==> src/rtl/cfg_chain_programmer_if.sv <==
// Host/chain-side signal bundle for the serial configuration chain programmer.
// The slave view belongs to the programmer; the master view to the host plus the chain.
interface cfg_chain_programmer_if #(
    parameter int CHAIN_LEN = 69,
    parameter int CNT_W     = 7
);
    logic                 start;
    logic                 verify_en;
    logic [CHAIN_LEN-1:0] bitstream;
    logic                 prog_in;
    logic                 prog_en;
    logic                 prog_out;
    logic                 busy;
    logic                 done;
    logic                 err;
    logic [CNT_W-1:0]     err_idx;

    modport slave (
        input  start, verify_en, bitstream, prog_out,
        output prog_in, prog_en, busy, done, err, err_idx
    );

    modport master (
        output start, verify_en, bitstream, prog_out,
        input  prog_in, prog_en, busy, done, err, err_idx
    );
endinterface

==> src/rtl/cfg_chain_programmer.sv <==
// Shifts a parallel configuration image into the tile chain LSB first, with an
// optional second pass that restores the image while checking what returns on prog_out.
module cfg_chain_programmer #(
    parameter int CHAIN_LEN = 69,
    parameter int CNT_W     = 7
) (
    input logic                   prog_clk,
    input logic                   rst_n,
    cfg_chain_programmer_if.slave bus
);
    localparam logic [CNT_W-1:0] LAST = CNT_W'(CHAIN_LEN - 1);

    typedef enum logic [1:0] {IDLE, LOAD, VERIFY, FINISH} state_t;

    state_t               state, state_n;
    logic [CNT_W-1:0]     cnt, cnt_n, cnt_inc;
    logic [CHAIN_LEN-1:0] shadow, shadow_n;
    logic                 vflag, vflag_n;
    logic                 in_q, in_n;
    logic                 en_q, en_n;
    logic                 busy_q, busy_n;
    logic                 done_q, done_n;
    logic                 err_q, err_n;
    logic [CNT_W-1:0]     idx_q, idx_n;

    assign cnt_inc = cnt + CNT_W'(1);

    always_ff @(posedge prog_clk or negedge rst_n) begin
        if (!rst_n) begin
            state  <= IDLE;
            cnt    <= '0;
            shadow <= '0;
            vflag  <= 1'b0;
            in_q   <= 1'b0;
            en_q   <= 1'b0;
            busy_q <= 1'b0;
            done_q <= 1'b0;
            err_q  <= 1'b0;
            idx_q  <= '0;
        end else begin
            state  <= state_n;
            cnt    <= cnt_n;
            shadow <= shadow_n;
            vflag  <= vflag_n;
            in_q   <= in_n;
            en_q   <= en_n;
            busy_q <= busy_n;
            done_q <= done_n;
            err_q  <= err_n;
            idx_q  <= idx_n;
        end
    end

    // prog_en/prog_in default low so the chain never shifts outside a run.
    always_comb begin
        state_n  = state;
        cnt_n    = cnt;
        shadow_n = shadow;
        vflag_n  = vflag;
        in_n     = 1'b0;
        en_n     = 1'b0;
        busy_n   = busy_q;
        done_n   = 1'b0;
        err_n    = err_q;
        idx_n    = idx_q;
        case (state)
            IDLE: begin
                if (bus.start) begin
                    shadow_n = bus.bitstream;
                    vflag_n  = bus.verify_en;
                    err_n    = 1'b0;
                    idx_n    = '0;
                    cnt_n    = '0;
                    busy_n   = 1'b1;
                    en_n     = 1'b1;
                    in_n     = bus.bitstream[0];
                    state_n  = LOAD;
                end
            end
            LOAD: begin
                if (cnt == LAST) begin
                    if (vflag) begin
                        cnt_n   = '0;
                        en_n    = 1'b1;
                        in_n    = shadow[0];
                        state_n = VERIFY;
                    end else begin
                        state_n = FINISH;
                    end
                end else begin
                    cnt_n = cnt_inc;
                    en_n  = 1'b1;
                    in_n  = shadow[cnt_inc];
                end
            end
            VERIFY: begin
                // prog_out carries first-pass bit cnt on the same edge that reloads it.
                if (bus.prog_out != shadow[cnt] && !err_q) begin
                    err_n = 1'b1;
                    idx_n = cnt;
                end
                if (cnt == LAST) begin
                    state_n = FINISH;
                end else begin
                    cnt_n = cnt_inc;
                    en_n  = 1'b1;
                    in_n  = shadow[cnt_inc];
                end
            end
            FINISH: begin
                busy_n  = 1'b0;
                done_n  = 1'b1;
                state_n = IDLE;
            end
            default: state_n = IDLE;
        endcase
    end

    assign bus.prog_in = in_q;
    assign bus.prog_en = en_q;
    assign bus.busy    = busy_q;
    assign bus.done    = done_q;
    assign bus.err     = err_q;
    assign bus.err_idx = idx_q;
endmodule

==> src/flat_wrapper.sv <==
// flat-port wrapper written by rule: the top's interface ports become plain ports
module cfg_chain_programmer_flat 
#(
    parameter int CHAIN_LEN = 69,
    parameter int CNT_W     = 7
)
  (prog_clk, rst_n, bus_start, bus_verify_en, bus_bitstream, bus_prog_out, bus_prog_in, bus_prog_en, bus_busy, bus_done, bus_err, bus_err_idx);
  cfg_chain_programmer_if #(.CHAIN_LEN(CHAIN_LEN), .CNT_W(CNT_W)) bus_i ();
  input logic prog_clk;
  input logic rst_n;
  input wire logic [$bits(bus_i.start)-1:0] bus_start;
  input wire logic [$bits(bus_i.verify_en)-1:0] bus_verify_en;
  input wire logic [$bits(bus_i.bitstream)-1:0] bus_bitstream;
  input wire logic [$bits(bus_i.prog_out)-1:0] bus_prog_out;
  output wire logic [$bits(bus_i.prog_in)-1:0] bus_prog_in;
  output wire logic [$bits(bus_i.prog_en)-1:0] bus_prog_en;
  output wire logic [$bits(bus_i.busy)-1:0] bus_busy;
  output wire logic [$bits(bus_i.done)-1:0] bus_done;
  output wire logic [$bits(bus_i.err)-1:0] bus_err;
  output wire logic [$bits(bus_i.err_idx)-1:0] bus_err_idx;
  assign bus_i.start = bus_start;
  assign bus_i.verify_en = bus_verify_en;
  assign bus_i.bitstream = bus_bitstream;
  assign bus_i.prog_out = bus_prog_out;
  assign bus_prog_in = bus_i.prog_in;
  assign bus_prog_en = bus_i.prog_en;
  assign bus_busy = bus_i.busy;
  assign bus_done = bus_i.done;
  assign bus_err = bus_i.err;
  assign bus_err_idx = bus_i.err_idx;
  cfg_chain_programmer #(.CHAIN_LEN(CHAIN_LEN), .CNT_W(CNT_W)) u_core (.prog_clk(prog_clk), .rst_n(rst_n), .bus(bus_i));
endmodule
==> config.mk <==
export PLATFORM = sky130hd
export DESIGN_NAME = cfg_chain_programmer_flat
export DESIGN_NICKNAME = d
export VERILOG_FILES = /design/src/rtl/cfg_chain_programmer_if.sv /design/src/rtl/cfg_chain_programmer.sv /design/src/flat_wrapper.sv
export SDC_FILE = /design/constraint.sdc
export NUM_CORES = 1
export LEC_CHECK = 0
export ABC_AREA = 0
export CAP_MARGIN = 30
export CORE_MARGIN = 3
export CORE_UTILIZATION = 60
export CTS_CLUSTER_DIAMETER = 60
export CTS_CLUSTER_SIZE = 24
export DETAILED_ROUTE_END_ITERATION = 10
export DONT_BUFFER_PORTS = 1
export PLACE_DENSITY = 0.76
export SETUP_SLACK_MARGIN = 0.2
export SLEW_MARGIN = 10
export SYNTH_ARGS = -nofsm -noshare
export SYNTH_HDL_FRONTEND = slang
export SYNTH_SLANG_ARGS = --single-unit
==> constraint.sdc <==
create_clock -name prog_clk -period 3.73 [get_ports prog_clk]
set_clock_uncertainty 0.1 [all_clocks]
set_input_delay 0.746 -clock prog_clk [delete_from_list [all_inputs] [get_ports prog_clk]]
set_output_delay 0.746 -clock prog_clk [all_outputs]
set_load 0.05 [all_outputs]
## Yosys cells after proc, flatten, opt, wreduce, memory -nomap -nowiden

Index checks and enable logic that the tools add are counted.

| cells by class | value |
|---|---|
| multiplexer cells | 32 |
| magnitude comparators | 2 |
| reductions and logical operators | 11 |
| add/sub/neg operators | 1 |
| eq/ne operators | 11 |

Operators with widths:

| operator | number |
|---|---|
| 2-to-1 mux 7 bit | 5 |
| one-hot mux 7 bit (3 select lines) | 1 |
| less-than comparator 7 x 8 -> 1 bit (second input constant) | 2 |
| 2-to-1 mux 1 bit | 15 |
| binary-select mux 1 bit (select 7 bit) | 2 |
| one-hot mux 7 bit (2 select lines) | 1 |
| one-hot mux 2 bit (4 select lines) | 1 |
| adder 7 x 1 -> 7 bit (second input constant) | 1 |
| == test 7 bit (second input constant) | 1 |
| 2-to-1 mux 2 bit | 3 |
| != test 2 x 1 -> 1 bit (second input constant) | 3 |
| one-hot mux 1 bit (3 select lines) | 2 |
| AND reduction 3 bit | 2 |
| == test 2 bit (second input constant) | 2 |
| != test 2 bit (second input constant) | 2 |
| one-hot mux 1 bit (2 select lines) | 2 |
| AND reduction 2 bit | 2 |
| AND reduction 4 bit | 1 |
| nonzero test 2 bit | 2 |
| != test 3 x 2 -> 1 bit (second input constant) | 1 |
| nonzero test 3 bit | 1 |
| == test 2 x 1 -> 1 bit (second input constant) | 1 |
| zero test 2 bit | 1 |
| logical AND 1 bit | 1 |
| other kinds (2) | 2 |

| word-level totals | value |
|---|---|
| flip-flop bits (word level) | 91 |
| output and inout bits | 12 |
| logic and storage cells | 67 |
| input port bits | 74 |

## Longest topological paths before layout

Gate-level depths: netlist of the first run.

| logic depth | value |
|---|---|
| depth after elaboration | 6 |
| depth in mapped cells | 14 |

## Worst setup path after synthesis of the first run

OpenSTA, ideal clock, no wires.

| path | value |
|---|---|
| kind | register to register |
| from | register u_core.cnt[0] |
| to | register u_core.in_q, in the netlist u_core.bus.prog_in |
| data arrival time | 3.217 ns |
| setup time | 0.130 ns |
| cell stages (with the launch flop) | 13 |
| required time | 3.500 ns |
| setup slack | 0.283 ns |
| cell sequence | dfrtp_1 > buf_2 > buf_4 > buf_2 > buf_2 > inv_1 > ha_1 > buf_1 > clkbuf_1 > mux4_2 > mux4_2 > o21ai_0 > a31oi_1 |

| on the way | value |
|---|---|
| word-level cells in the longest chain between the ends | 5 |
| elaborated cells on any way between the ends | 7 |
| those cells by class | add/sub: 1; eq/ne: 1; mux: 5 |

Ends and longest elaborated chain:

| element | line | source |
|---|---|---|
| start: declaration | cfg_chain_programmer.sv:16 | `logic [CNT_W-1:0] cnt, cnt_n, cnt_inc;` |
| start signal: assignment | cfg_chain_programmer.sv:42 | `cnt <= cnt_n;` |
| adder 7 x 1 -> 7 bit | cfg_chain_programmer.sv:26 | `assign cnt_inc = cnt + CNT_W'(1);` |
| binary-select mux 1 bit (select 7 bit) | cfg_chain_programmer.sv:93, cfg_chain_programmer.sv:107 |  |
| 2-to-1 mux 1 bit (not written as such) | cfg_chain_programmer.sv:93, cfg_chain_programmer.sv:107 |  |
| 2-to-1 mux 1 bit (on tied branches) | cfg_chain_programmer.sv:102, cfg_chain_programmer.sv:81 |  |
| one-hot mux 1 bit (3 select lines) * | cfg_chain_programmer.sv:66 | `case (state)` |
| named net u_core.in_n | cfg_chain_programmer.sv:19 | `logic in_q, in_n;` |
| end signal: assignment | cfg_chain_programmer.sv:45 | `in_q <= in_n;` |
| end: declaration | cfg_chain_programmer.sv:19 |  |

The timed path passes the listed nets; every way through them passes the cells marked *. The select of a mux whose other input is x is not followed.
A chain may end at the register's enable or synchronous reset.

## Worst setup path after layout of the first run

| path | value |
|---|---|
| from | register u_core.cnt[0] |
| to | register u_core.idx_q[5], in the netlist u_core.bus.err_idx[5] |

| on the way | value |
|---|---|
| word-level cells in the longest chain between the ends | 6 |

Ends and longest elaborated chain:

| element | line | source |
|---|---|---|
| binary-select mux 1 bit (select 7 bit) | cfg_chain_programmer.sv:98 | `if (bus.prog_out != shadow[cnt] && !err_q) begin` |
| 2-to-1 mux 1 bit (not written as such) | cfg_chain_programmer.sv:98 |  |
| != test 1 bit | cfg_chain_programmer.sv:98 |  |
| logical AND 1 bit | cfg_chain_programmer.sv:98 |  |
| != test 2 x 1 -> 1 bit (no source line) | n/a |  |
| AND reduction 3 bit (no source line) | n/a |  |
| end signal: assignment | cfg_chain_programmer.sv:50 | `idx_q <= idx_n;` |
| end: declaration | cfg_chain_programmer.sv:24 | `logic [CNT_W-1:0] idx_q, idx_n;` |

Every way passes these cells. The select of a mux whose other input is x is not followed.

==> results of run 1 <==
-- where the power goes --
part	switching [µW]	internal [µW]	leakage (µW)
logic	730	1080	0.000937
registers	502	1430	0.00111
clock network	349	328	0.0000987
-- cell type report --
class	instances	share of cell area [%]
Clock buffer	10	2.63
Multi-Input combinational cell	252	48.1
Tap cell	102	2.43
Inverter	10	0.716
Clock inverter	6	1.22
Sequential cell	91	43.5
Timing Repair Buffer	6	1.48
-- metal layers --
metal	global-route usage [%]	vias to the layer above
met4	7.34	0
li1	-	1405
met1	32.7	1590
met2	34.2	111
met3	6.49	18
met5	0	-
-- sequential cells by signal, summed over array words and instances (netlist names) --
register	cells
u_core.bus.err_idx	7
u_core.vflag	1
u_core.cnt	7
u_core.state	2
u_core.shadow	69
u_core.bus.prog_en	1
u_core.bus.done	1
u_core.bus.busy	1
u_core.bus.prog_in	1
u_core.bus.err	1
-- critical path, delay by kind of cell, from the launching register on --
| family | cells | cell delay [ns] |
|---|---|---|
| AO/OA/AOI/OAI | 4 | 0.89 |
| buffers and inverters | 2 | 0.64 |
| flip-flops | 1 | 0.61 |
| AND/OR/NAND/NOR | 1 | 0.54 |
| multiplexers | 1 | 0.17 |
-- cell families (layout without fill, tap and decap cells) --
group | after synthesis | in the layout | share of synthesized area, %
xor gates and xnor gates | 6 | 6 | 1.07
buffers and inverters | 31 | 32 | 2.77
AOI/OAI and AO/OA | 41 | 41 | 5.76
muxes | 128 | 128 | 35.7
DFF | 91 | 91 | 46.2
adders and majority gates | 6 | 6 | 1.52
and+or+nand+nor | 71 | 71 | 6.98
-- layout by cell type (no fill, tap or decap), drive strengths merged, types with 8 or more instances in the layout --
cell type  count
mux4          31
nor2b          8
mux2          74
clkbuf        10
nor2          11
dfrtp         91
nand2         25
o21ai         10
nand3          8
inv           10
mux2i         23
-- per-stage QoR --
stage               total power, µW  cells
global placement               3640    459
global route                   4710    477
floorplan                      3310    374
CTS                            4440    477
detailed placement             3740    460
finish                         4420    477
-- worst max path at each step --
stage | start | endpoint | cells after the start
detailed placement | u_core.cnt[0] | u_core.bus.err_idx[5] | 8
global placement | u_core.cnt[1] | u_core.bus.prog_in | 8
global route | u_core.cnt[0] | u_core.bus.err_idx[3] | 8
floorplan | u_core.cnt[0] | u_core.bus.prog_in | 12
CTS | u_core.cnt[0] | u_core.bus.prog_in | 8
finish | u_core.cnt[0] | u_core.bus.err_idx[5] | 8
-- what timing repair did --
item,CTS,global route
hold buffers,1,0
hold endpoints to repair,91,0
gates resized for setup,0,0
==> flow_metrics.env, run 1 <==
export IMPL_rsz0062_at_grt="false"
export IMPL_cts_sink_count=91
export IMPL_reg2reg_depth=8
export IMPL_post_drt_wl_per_cell_um=21.3
export IMPL_drt_iter0_drc=180
export IMPL_cts_tree="done"
export IMPL_multi_input_area_um2=2520
export IMPL_routed_wl_um=10200
export IMPL_areaGrowthSynthToFinish_pct=6.32
export IMPL_reg2reg_setup_slack_ns=0.65
export IMPL_synth_distinct_cells=42
export IMPL_dieHeight_um=96.7
export IMPL_syn_nets=454
export IMPL_grt_pass1_wl_um=17300
export IMPL_critPathLaunchType="register"
export IMPL_place_area_um2=5010
export IMPL_cpPeakStageDelay_ns=0.61
export IMPL_synthCells=374
export IMPL_dp_hpwl_um=7470
export IMPL_preCtsSetupSlack_ns=0.681
export IMPL_post_cts_setup_buffers=0
export IMPL_layout_drive_gt1_share_pct=34.9
export IMPL_netlist_top_cells_count="91 x dfrtp_1, 74 x mux2_2, 31 x mux4_2"
export IMPL_relSlewSlack_pct=47.2
export IMPL_fin_crit_sh_pct=82.6
export IMPL_seq_area_um2=2280
export IMPL_synth_most_common_cell="dfrtp_1"
export IMPL_die_area_um2=9340
export IMPL_yosys_area_top_type_share_pct=46.2
export IMPL_synth_ff_type="dfrtp_1"
export IMPL_core_um2=7850
export IMPL_async_reset_ff_share_pct=100
export IMPL_fillers=593
export IMPL_start_util_pct=62.8
export IMPL_worst_slew_pin_slew_ns=0.793
export IMPL_portBuffers=0
export IMPL_ys_warn_count=0
export IMPL_crit_top_cell="buf_4"
export IMPL_final_util_pct=66.8
export IMPL_syn_area_um2=4930
export IMPL_yosysTopAreaCell="dfrtp_1"
export IMPL_required_ns=3.85
export IMPL_diodes=0
export IMPL_fmax_ghz=0.325
export IMPL_drt_pass1_iter_count=4
export IMPL_r2r_end="u_core.bus.err_idx[5]"
export IMPL_cts_max_path_buffers=2
export IMPL_grt_max_degree=92
export IMPL_place_gp_congestion=0.924
export IMPL_ios=86
export IMPL_antenna_found_initial=0
export IMPL_cts_made_buffers=9
export IMPL_ys_ff_latch=91
export IMPL_route_vias_total=3124
export IMPL_synth_edf_count=0
export IMPL_worstPathArrival_ns=3.20
export IMPL_row_count=32
export IMPL_status="finished, final reports clean"
export IMPL_grt_use_total_pct=22.9
export IMPL_yosysSeqAreaShare_pct=46.2
export IMPL_final_max_slew_violation_count=0
export IMPL_maxCapViolCount=0
export IMPL_power_density_nw_per_um2=843
export IMPL_synth_area_leaders="dfrtp_1 46%, mux2_2 17%, mux4_2 14%, mux2i_1 4.7%, nand2_1 1.9%"
export IMPL_met2_length_um=4810
export IMPL_finalSetupTns_ns=0
export IMPL_peakVddDrop_mv=0.406
export IMPL_htreeDepth=3
export IMPL_hold_ws_ns=0.175
export IMPL_final_antenna_net_count=0
export IMPL_path_cells="buf_4 > buf_4 > a21oi_1 > o211ai_1 > a211oi_1 > nor4b_1 > o22ai_4 > mux2i_1"
export IMPL_cts_root_buffer="clkbuf_8"
export IMPL_cp_end_kind="register"
export IMPL_cp_slowest_cell="dfrtp_2"
export IMPL_drc=0
export IMPL_reg2reg_from="u_core.cnt[0]"
export IMPL_met1Wirelength_um=4470
export IMPL_nNetsFinal=450
export IMPL_min_period_ns=3.08
export IMPL_grt_ovfl_total=0
export IMPL_die_x_um=96.7
export IMPL_setup_violations_final=0
export IMPL_worstSkewPairLatency_ns=0.35
export IMPL_grt_pass1_vias=3310
export IMPL_clkSlewWorstSetupHoldPaths_ns=0.09
export IMPL_cellLeakagePower_uw=0.00214
export IMPL_crit_path_max_fanout=18
export IMPL_crit_type="reg2reg"
export IMPL_syn_avg_cell_area_um2=13.2
export IMPL_routed_via_density=6.55
export IMPL_wl_met3_um=712
export IMPL_finalInstanceArea_um2=5240
export IMPL_hp_class="in2async"
export IMPL_fin_ws_ns=0.651
export IMPL_top_layer="met4"
export IMPL_hold_viol=0
No activity file was read; power rests on OpenSTA's default activity.
==> inputs of run 2 (changes only) <==
- CORE_UTILIZATION: 60 -> 58
- clock period: 3.73 -> 2.63 ns (I/O delays scaled with it)
==> run 2 against run 1 <==
Compared with the run above: the flow now finishes with violations (negative hold slack, negative setup slack); flip-flop and latch count stayed put; fmax is 15% higher; via count is 4.9% higher; first-iteration DRC count is 59% higher; largest cell class unchanged; final area is 6.8% higher; count of clock-buffer cells in the layout is 2 higher; worst setup slack worse by 0.71 ns; power is 49% higher; register-to-register slack worse by 0.71 ns; critical endpoint is now u_core.bus.err_idx[4]; global-route usage is 0.19 points higher; die area is 3.2% higher; highest routed layer unchanged.
==> flow_metrics.env, run 2 (synthesis gave the netlist of run 1 again) <==
export IMPL_status="finished with violations"
export IMPL_violations="negative hold slack, negative setup slack"
export IMPL_dp_hpwl_um=7700
export IMPL_rsz0062_at_grt="true"
export IMPL_final_antenna_net_count=0
export IMPL_worstSkewPairLatency_ns=0.35
export IMPL_p_total_uw=6590
export IMPL_largest_register_ffs=69
export IMPL_path_delay_family="multiplexers"
export IMPL_setup_violations_final=7
export IMPL_nNetsFinal=477
export IMPL_fin_ws_ns=-0.0549
export IMPL_finalSetupTns_ns=-0.257
export IMPL_ios=86
export IMPL_largest_register="u_core.shadow"
export IMPL_cts_made_buffers=9
export IMPL_seq_area_um2=2280
export IMPL_crit_type="reg2reg"
export IMPL_hp_class="in2async"
export IMPL_place_gp_congestion=0.840
export IMPL_antenna_found_initial=0
export IMPL_cpPeakStageDelay_ns=0.52
export IMPL_dp_cells=482
export IMPL_die_area_um2=9640
export IMPL_hold_ws_ns=-0.242
export IMPL_worst_slew_pin_slew_ns=0.556
export IMPL_preCtsSetupSlack_ns=-0.0968
export IMPL_fillers=565
export IMPL_fmax_ghz=0.372
export IMPL_min_period_ns=2.68
export IMPL_power_density_nw_per_um2=1180
export IMPL_cts_root_buffer="clkbuf_8"
export IMPL_layout_common_cells="89 x dfrtp_1, 73 x mux2_2, 31 x mux4_2, 24 x nand2_1, 23 x buf_4"
export IMPL_routed_via_density=6.47
export IMPL_cts_max_path_buffers=2
export IMPL_htreeDepth=3
export IMPL_drt_iter0_drc=286
export IMPL_path_cells="buf_12 > mux4_2 > mux4_2 > mux2i_4 > nor4b_2 > buf_4 > o22ai_4 > buf_12 > mux2i_1"
export IMPL_grt_ovfl_total=0
export IMPL_core_um2=8220
export IMPL_drc=0
export IMPL_route_vias_total=3278
export IMPL_layout_drive_gt1_share_pct=42.3
export IMPL_final_max_slew_violation_count=0
export IMPL_clkSlewWorstSetupHoldPaths_ns=0.09
export IMPL_start_util_pct=60.0
export IMPL_final_common_cell="dfrtp_1"
export IMPL_post_drt_wl_per_cell_um=21.3
export IMPL_grt_max_degree=92
export IMPL_required_ns=2.80
export IMPL_die_x_um=98.2
export IMPL_drt_pass1_iter_count=5
export IMPL_grt_pass1_vias=3408
export IMPL_worst_path_buf_inv=3
export IMPL_grt_pass1_wl_um=17600
export IMPL_path_depth=9
export IMPL_cellLeakagePower_uw=0.00231
export IMPL_cp_slowest_cell="mux4_2"
export IMPL_maxCapViolCount=0
export IMPL_crit_path_max_fanout=8
export IMPL_relSlewSlack_pct=63.0
export IMPL_worstPathArrival_ns=2.85
export IMPL_fin_crit_sh_pct=102
export IMPL_reg2reg_depth=9
export IMPL_cts_sink_count=91
export IMPL_diodes=0
export IMPL_portBuffers=0
export IMPL_cp_end_kind="register"
export IMPL_grt_use_total_pct=23.1
export IMPL_critPathLaunchType="register"
export IMPL_dieHeight_um=98.2
export IMPL_multi_input_area_um2=2610
export IMPL_cts_tree="done"
export IMPL_hold_viol=91
export IMPL_peakVddDrop_mv=0.658
export IMPL_routed_wl_um=10800
export IMPL_finalNonFillerCells=507
export IMPL_areaGrowthSynthToFinish_pct=13.6
export IMPL_row_count=33
[run 2: layer usage]
| metal | GRT usage (%) | share of wire (%) |
|---|---|---|
| met1 | 32.0 | 43 |
| met2 | 36.9 | 49 |
| met3 | 6.57 | 7.6 |
| met4 | 5.15 | 1.1 |
| met5 | 0 | 0 |
[run 2: path summary, 6_finish.rpt]
path / start / to / slack (ns)
max in group asynchronous: rst_n / u_core.cnt[0] / 2.53
hold reg to reg: u_core.shadow[39] / u_core.shadow[39] / 0.43
setup / recovery: u_core.cnt[1] / u_core.bus.err_idx[4] / -0.05
hold / removal: rst_n / u_core.bus.prog_en / -0.24
setup reg to reg: u_core.cnt[1] / u_core.bus.err_idx[4] / -0.05
min in group prog_clk: bus_bitstream[9] / u_core.shadow[9] / 0.21
[run 2: what timing repair did]
action / 4_1_cts / 5_1_grt
setup buffers: 8 / 0
pin swaps: 2 / 4
cloned: 0 / 1
hold endpoints to repair: 91 / 91
resized for setup: 8 / 15
setup endpoints to repair: 15 / 16
[run 2: worst reg2reg max path, cell delays in order (launching register included)]
cell and delay [ns]:
dfrtp_2 0.41, buf_12 0.13, mux4_2 0.52, mux4_2 0.52, mux2i_4 0.20, nor4b_2 0.07
buf_4 0.14, o22ai_4 0.16, buf_12 0.15, mux2i_1 0.19
[run 2: stage by stage]
stage,hold slack [ns],util (%),area [µm²]
global placement,0.135,63.1,5190
global route,-0.272,68.2,5600
detailed placement,0.133,63.1,5190
finish,-0.242,68.2,5600
CTS,-0.253,67.0,5510
floorplan,0.130,-,5010
[run 2: power by group]
| part | internal (µW) | total [µW] | switching (µW) | leakage, µW |
|---|---|---|---|---|
| combinational | 1790 | 2940 | 1160 | 0.00111 |
| clock | 442 | 928 | 487 | 0.0000906 |
| sequential | 2030 | 2720 | 690 | 0.00111 |
| total | 4260 | 6590 | 2340 | 0.00231 |
[run 2: layout make-up]
| cell class | instances | share of cell area [%] |
|---|---|---|
| Tap cell | 105 | 2.35 |
| Sequential cell | 91 | 40.7 |
| Inverter | 10 | 0.804 |
| Clock buffer | 12 | 2.41 |
| Timing Repair Buffer | 33 | 6.30 |
| Clock inverter | 4 | 0.916 |
| Multi-Input combinational cell | 252 | 46.5 |
==> inputs of run 3 (changes only) <==
- CORE_ASPECT_RATIO: not set -> 0.8
==> run 3 against run 2 <==
Compared with the run above: the flow finishes with violations (negative hold slack); hold slack got worse by 0.017 ns; non-clock buffer count decreased by 3; final cell count decreased by 0.20%; worst setup slack improved by 0.13 ns; largest cell class unchanged.
==> flow_metrics.env, run 3 (synthesis gave the netlist of run 1 again) <==
export IMPL_dp_hpwl_um=8030
export IMPL_critPathLaunchType="register"
export IMPL_routed_via_density=6.41
export IMPL_grt_ovfl_total=0
export IMPL_drc=0
export IMPL_layout_drive_gt1_share_pct=42.2
export IMPL_preCtsSetupSlack_ns=-0.0176
export IMPL_row_count=29
export IMPL_final_max_slew_violation_count=0
export IMPL_power_density_nw_per_um2=1200
export IMPL_cpPeakStageDelay_ns=0.51
export IMPL_crit_type="reg2reg"
export IMPL_finalSetupTns_ns=0
export IMPL_required_ns=2.78
export IMPL_final_common_cell="dfrtp_1"
export IMPL_die_x_um=109
export IMPL_dp_cells=479
export IMPL_routed_wl_um=11100
export IMPL_clkSlewWorstSetupHoldPaths_ns=0.09
export IMPL_multi_input_area_um2=2620
export IMPL_largest_register="u_core.shadow"
export IMPL_layout_common_cells="89 x dfrtp_1, 73 x mux2_2, 31 x mux4_2, 24 x nand2_1"
export IMPL_grt_use_total_pct=24.4
export IMPL_min_period_ns=2.55
export IMPL_cts_max_path_buffers=2
export IMPL_nNetsFinal=474
export IMPL_crit_path_max_fanout=8
export IMPL_worst_slew_pin_slew_ns=0.514
export IMPL_fin_ws_ns=0.0795
export IMPL_cts_sink_count=91
export IMPL_drt_pass1_iter_count=4
export IMPL_peakVddDrop_mv=0.611
export IMPL_route_vias_total=3245
export IMPL_hold_viol=91
export IMPL_place_area_um2=5160
export IMPL_worstPathArrival_ns=2.70
export IMPL_ios=86
export IMPL_fillers=571
export IMPL_fin_crit_sh_pct=97.0
export IMPL_post_drt_wl_per_cell_um=21.9
export IMPL_rsz0062_at_grt="true"
export IMPL_setup_violations_final=0
export IMPL_portBuffers=0
export IMPL_fmax_ghz=0.392
export IMPL_hold_ws_ns=-0.259
export IMPL_violations="negative hold slack"
export IMPL_grt_max_degree=92
export IMPL_grt_pass1_vias=3273
export IMPL_diodes=0
export IMPL_status="finished with violations"
export IMPL_drt_iter0_drc=166
export IMPL_antenna_found_initial=0
export IMPL_cp_end_kind="register"
export IMPL_cts_tree="done"
export IMPL_maxCapViolCount=0
export IMPL_place_gp_congestion=0.914
export IMPL_htreeDepth=3
export IMPL_finalNonFillerCells=506
export IMPL_worstSkewPairLatency_ns=0.36
export IMPL_cp_slowest_cell="mux4_2"
export IMPL_largest_register_ffs=69
export IMPL_start_util_pct=60.9
export IMPL_seq_area_um2=2280
export IMPL_final_util_pct=69.1
export IMPL_cts_root_buffer="clkbuf_8"
export IMPL_dieHeight_um=88.5
export IMPL_final_antenna_net_count=0
export IMPL_cts_made_buffers=9
export IMPL_cellLeakagePower_uw=0.00229
export IMPL_relSlewSlack_pct=65.7
export IMPL_core_um2=8090
export IMPL_finalInstanceArea_um2=5590
export IMPL_die_area_um2=9650
export IMPL_areaGrowthSynthToFinish_pct=13.4
export IMPL_path_cells="buf_12 > mux4_2 > mux4_2 > mux2i_4 > and3_4 > o22ai_4 > buf_12 > mux2i_1"
export IMPL_hp_class="in2async"
export IMPL_grt_pass1_wl_um=17700
run 3: cell count changes in the layout (fill, tap and decap cells not counted), sizes merged:
| cell | delta |
|---|---|
| inv | +3 |
| buf | -2 |
| bufinv | +1 |
| clkinvlp | -1 |
| clkbuf | -4 |
| clkinv | -1 |
run 3: layer usage:
layer / global-route usage (%) / share of wire, % / wire [µm] / vias to the layer above
met3: 7.95 / 9.3 / 1030 / 16
met2: 36.0 / 45 / 4970 / 145
met4: 5.39 / 1.3 / 140 / 0
li1: - / - / - / 1449
met1: 35.9 / 45 / 4960 / 1635
met5: 0 / 0 / 0 / -
run 3: repair_timing:
item / CTS / global route
buffers inserted: 11 / 1
gates resized for setup: 9 / 11
hold endpoints to repair: 91 / 91
setup endpoints to repair: 9 / 11
pin swaps: 4 / 4
run 3: per-stage QoR:
step                      total power [µW]  hold WS (ns)
final                                 6720        -0.259
after global routing                  7120        -0.283
after CTS                             6640        -0.268
after detailed placement              5430         0.132
after global placement                5310         0.133
after floorplan                       4790         0.130
run 3: final cells by class:
| type | instances | area share (%) |
|---|---|---|
| multi-input combinational | 252 | 46.8 |
| sequential | 91 | 40.8 |
| timing repair buffer | 30 | 5.35 |
| tap | 108 | 2.42 |
| clock buffer | 9 | 2.22 |
| clock inverter | 6 | 1.75 |
| inverter | 10 | 0.716 |
run 3: power breakdown:
| group | internal, µW | switching [µW] |
|---|---|---|
| Sequential | 2030 | 716 |
| Combinational | 1750 | 1160 |
| Clock | 545 | 523 |
| Total | 4320 | 2400 |
run 3: final timing paths:
kind | from | endpoint | depth (start not counted) | slack, ns
setup / recovery | u_core.cnt[1] | u_core.bus.err_idx[6] | 8 | 0.08
hold / removal | rst_n | u_core.bus.busy | 0 | -0.26
hold reg to reg | u_core.shadow[64] | u_core.shadow[64] | 1 | 0.44
max in group asynchronous | rst_n | u_core.shadow[62] | 0 | 2.56
setup reg to reg | u_core.cnt[1] | u_core.bus.err_idx[6] | 8 | 0.08
min in group prog_clk | bus_bitstream[47] | u_core.shadow[47] | 1 | 0.20
run 3: worst max-delay path, delay by kind of cell, from the launching register on:
family / cells / cell delay [ns]
flops: 1 / 0.40
buf+inv: 2 / 0.30
compound gates: 1 / 0.08
simple gates: 1 / 0.23
mux: 4 / 1.32
==> RTL edit: new RTL, settings of run 1 <==
Reset style: synchronous (`rst_n`), changed in one clocked block.
--- a/src/rtl/cfg_chain_programmer.sv
+++ b/src/rtl/cfg_chain_programmer.sv
@@ -26,5 +26,5 @@
     assign cnt_inc = cnt + CNT_W'(1);
 
-    always_ff @(posedge prog_clk or negedge rst_n) begin
+    always_ff @(posedge prog_clk) begin
         if (!rst_n) begin
             state  <= IDLE;
Check against the original RTL: differs if rst_n is asserted again (counterexample within 4 cycles, from zero or initial values and one cycle with rst_n low); with rst_n held inactive, the same outputs for 10 cycles.
==> RTL edit against run 1 <==
  * Hold slack gained 210 ps
  * Sequential share of layout area shrank 7.7 points
  * Wire length grew 3.5%
  * Area after synthesis shrank 1.8%
  * Die area shrank 1.6%
  * First-iteration DRC count grew 1.1%
  * Sequential cell count is the same
  * Setup slack lost 16 ps
  * Maximum frequency shrank 0.50%
  * Final area shrank 2.9%
  * Critical endpoint is now u_core.bus.prog_in
  * Highest routed layer unchanged
Power is not compared: it rests on default switching activity, and its combinational part moved more than twofold at a synthesized area within 25%.
==> RTL edit: results (changes against run 1) <==
Outcome
  – Status: finished clean

STA
  – Slew HR: 52.0% (+4.8 points)

Critical path
  – Max FO, Critical Path: 22 (+4)
  – CP max-delay cell: dfxtp_2
  – R2R depth: 10 (+2)
  – CP peak stage delay: 700 ps (+90 ps)

Logic synthesis
  – FFs w/ async S/R, synth: 0% (-100 points)
  – Seq/Total Area, Yosys: 37.6% (-8.6 points)
  – Yosys cell types: 48 (+14%)
  – Net count after synthesis: 602 (+33%)
  – Top cells by count, synth: 151 x nand2_1, 91 x dfxtp_1, 73 x a21boi_0, 33 x mux4_2, 28 x clkbuf_1
  – Top cells by area, synth: dfxtp_1 38%, mux4_2 15%, nand2_1 12%, a21boi_0 11%, mux2i_1 3.1%

Drt
  – DR vias: 3688 (+18%)
  – First-pass DRT Iterations: 4 (unchanged)
  – Routed WL per cell: 17.2 µm (-19%)
  – Initial DRC count: 182 (+1.1%)

Cells and area
  – Max reg flops: 69 (unchanged)
  – Proportion of layout cells with a drive suffix above 1: 13.9% (-21 points)
  – Final nets: 585 (+30%)

Global routing
  – Antenna violations before repair: 0 (unchanged)
  – GRT Total Usage: 23.9% (+0.99 points)
  – Vias in the first global route: 3519 (+6.3%)
  – First-pass GRT wire length: 17.0 mm (-1.7%)

Placement
  – DP HPWL: 7.53 mm (+0.81%)
  – Routability cong.: 0.986 (+6.7%)

Worst hold path
  – HP Class: reg2reg
RTL edit: cell count changes after synthesis, sizes merged, moves of 8 or more:
cell    change
a21boi     +73
dfxtp      +91
mux2       -69
clkbuf     +17
nand2     +126
dfrtp      -91
and2        +8
mux2i       -8
RTL edit: final cells by class:
cell class	instances	area, µm²
inverter	7	26.3
tap	102	128
timing repair buffer	10	75.1
clock inverter	5	60.1
fill	670	2680
multi-input combinational	386	2840
clock buffer	11	141
sequential	91	1820
RTL edit: path summary, 6_finish.rpt:
check	from	endpoint	slack, ps
max	u_core.cnt[0]	u_core.bus.prog_in	630
min	u_core.shadow[42]	u_core.shadow[42]	380
max reg2reg	u_core.cnt[0]	u_core.bus.prog_in	630
min reg2reg	u_core.shadow[42]	u_core.shadow[42]	380
RTL edit: kinds of logic (layout without fill, tap and decap cells):
| family | after synthesis | in the layout | share of synthesized area [%] |
|---|---|---|---|
| compound gates | 115 | 115 | 17.2 |
| simple gates | 206 | 206 | 18.8 |
| flops | 91 | 91 | 37.6 |
| buf+inv | 45 | 33 | 3.90 |
| mux | 53 | 53 | 19.7 |
| xor+xnor | 6 | 6 | 1.24 |
| fa+ha+maj | 6 | 6 | 1.55 |
RTL edit: through the flow:
stage | cells | hold WS, ps | setup slack [ps] | area (µm²) | total power, µW
after floorplan | 522 | 350 | 727 | 4840 | 1960
after global placement | 596 | 359 | 727 | 4890 | 2110
after detailed placement | 596 | 372 | 659 | 4890 | 2150
after CTS | 612 | 384 | 638 | 5090 | 2830
after global routing | 612 | 399 | 395 | 5090 | 2990
final | 612 | 381 | 635 | 5090 | 2810
RTL edit: critical path, delay by kind of cell (launching register included):
family	cells	cell delay (ps)
AOI/OAI and AO/OA	1	70
DFF	1	700
and+or+nand+nor	2	180
adders and majority gates	1	470
buffers and inverters	2	450
muxes	4	1010
RTL edit: power groups by stage:
| stage | Sequential [µW] | Combinational, µW | Clock, µW |
|---|---|---|---|
| detailed placement | 1330 | 818 | 0 |
| global placement | 1330 | 788 | 0 |
| global route | 1330 | 921 | 739 |
| finish | 1310 | 813 | 687 |
| floorplan | 1270 | 699 | 0 |
| CTS | 1310 | 821 | 696 |
RTL edit: metal layers:
| metal | global-route usage [%] | share of wire, % | up-vias |
|---|---|---|---|
| met1 | 31.7 | 44 | 1758 |
| met3 | 5.55 | 6.0 | 15 |
| met5 | 0 | 0 | - |
| met2 | 38.9 | 48 | 109 |
| met4 | 7.35 | 1.6 | 0 |
| li1 | - | - | 1806 |
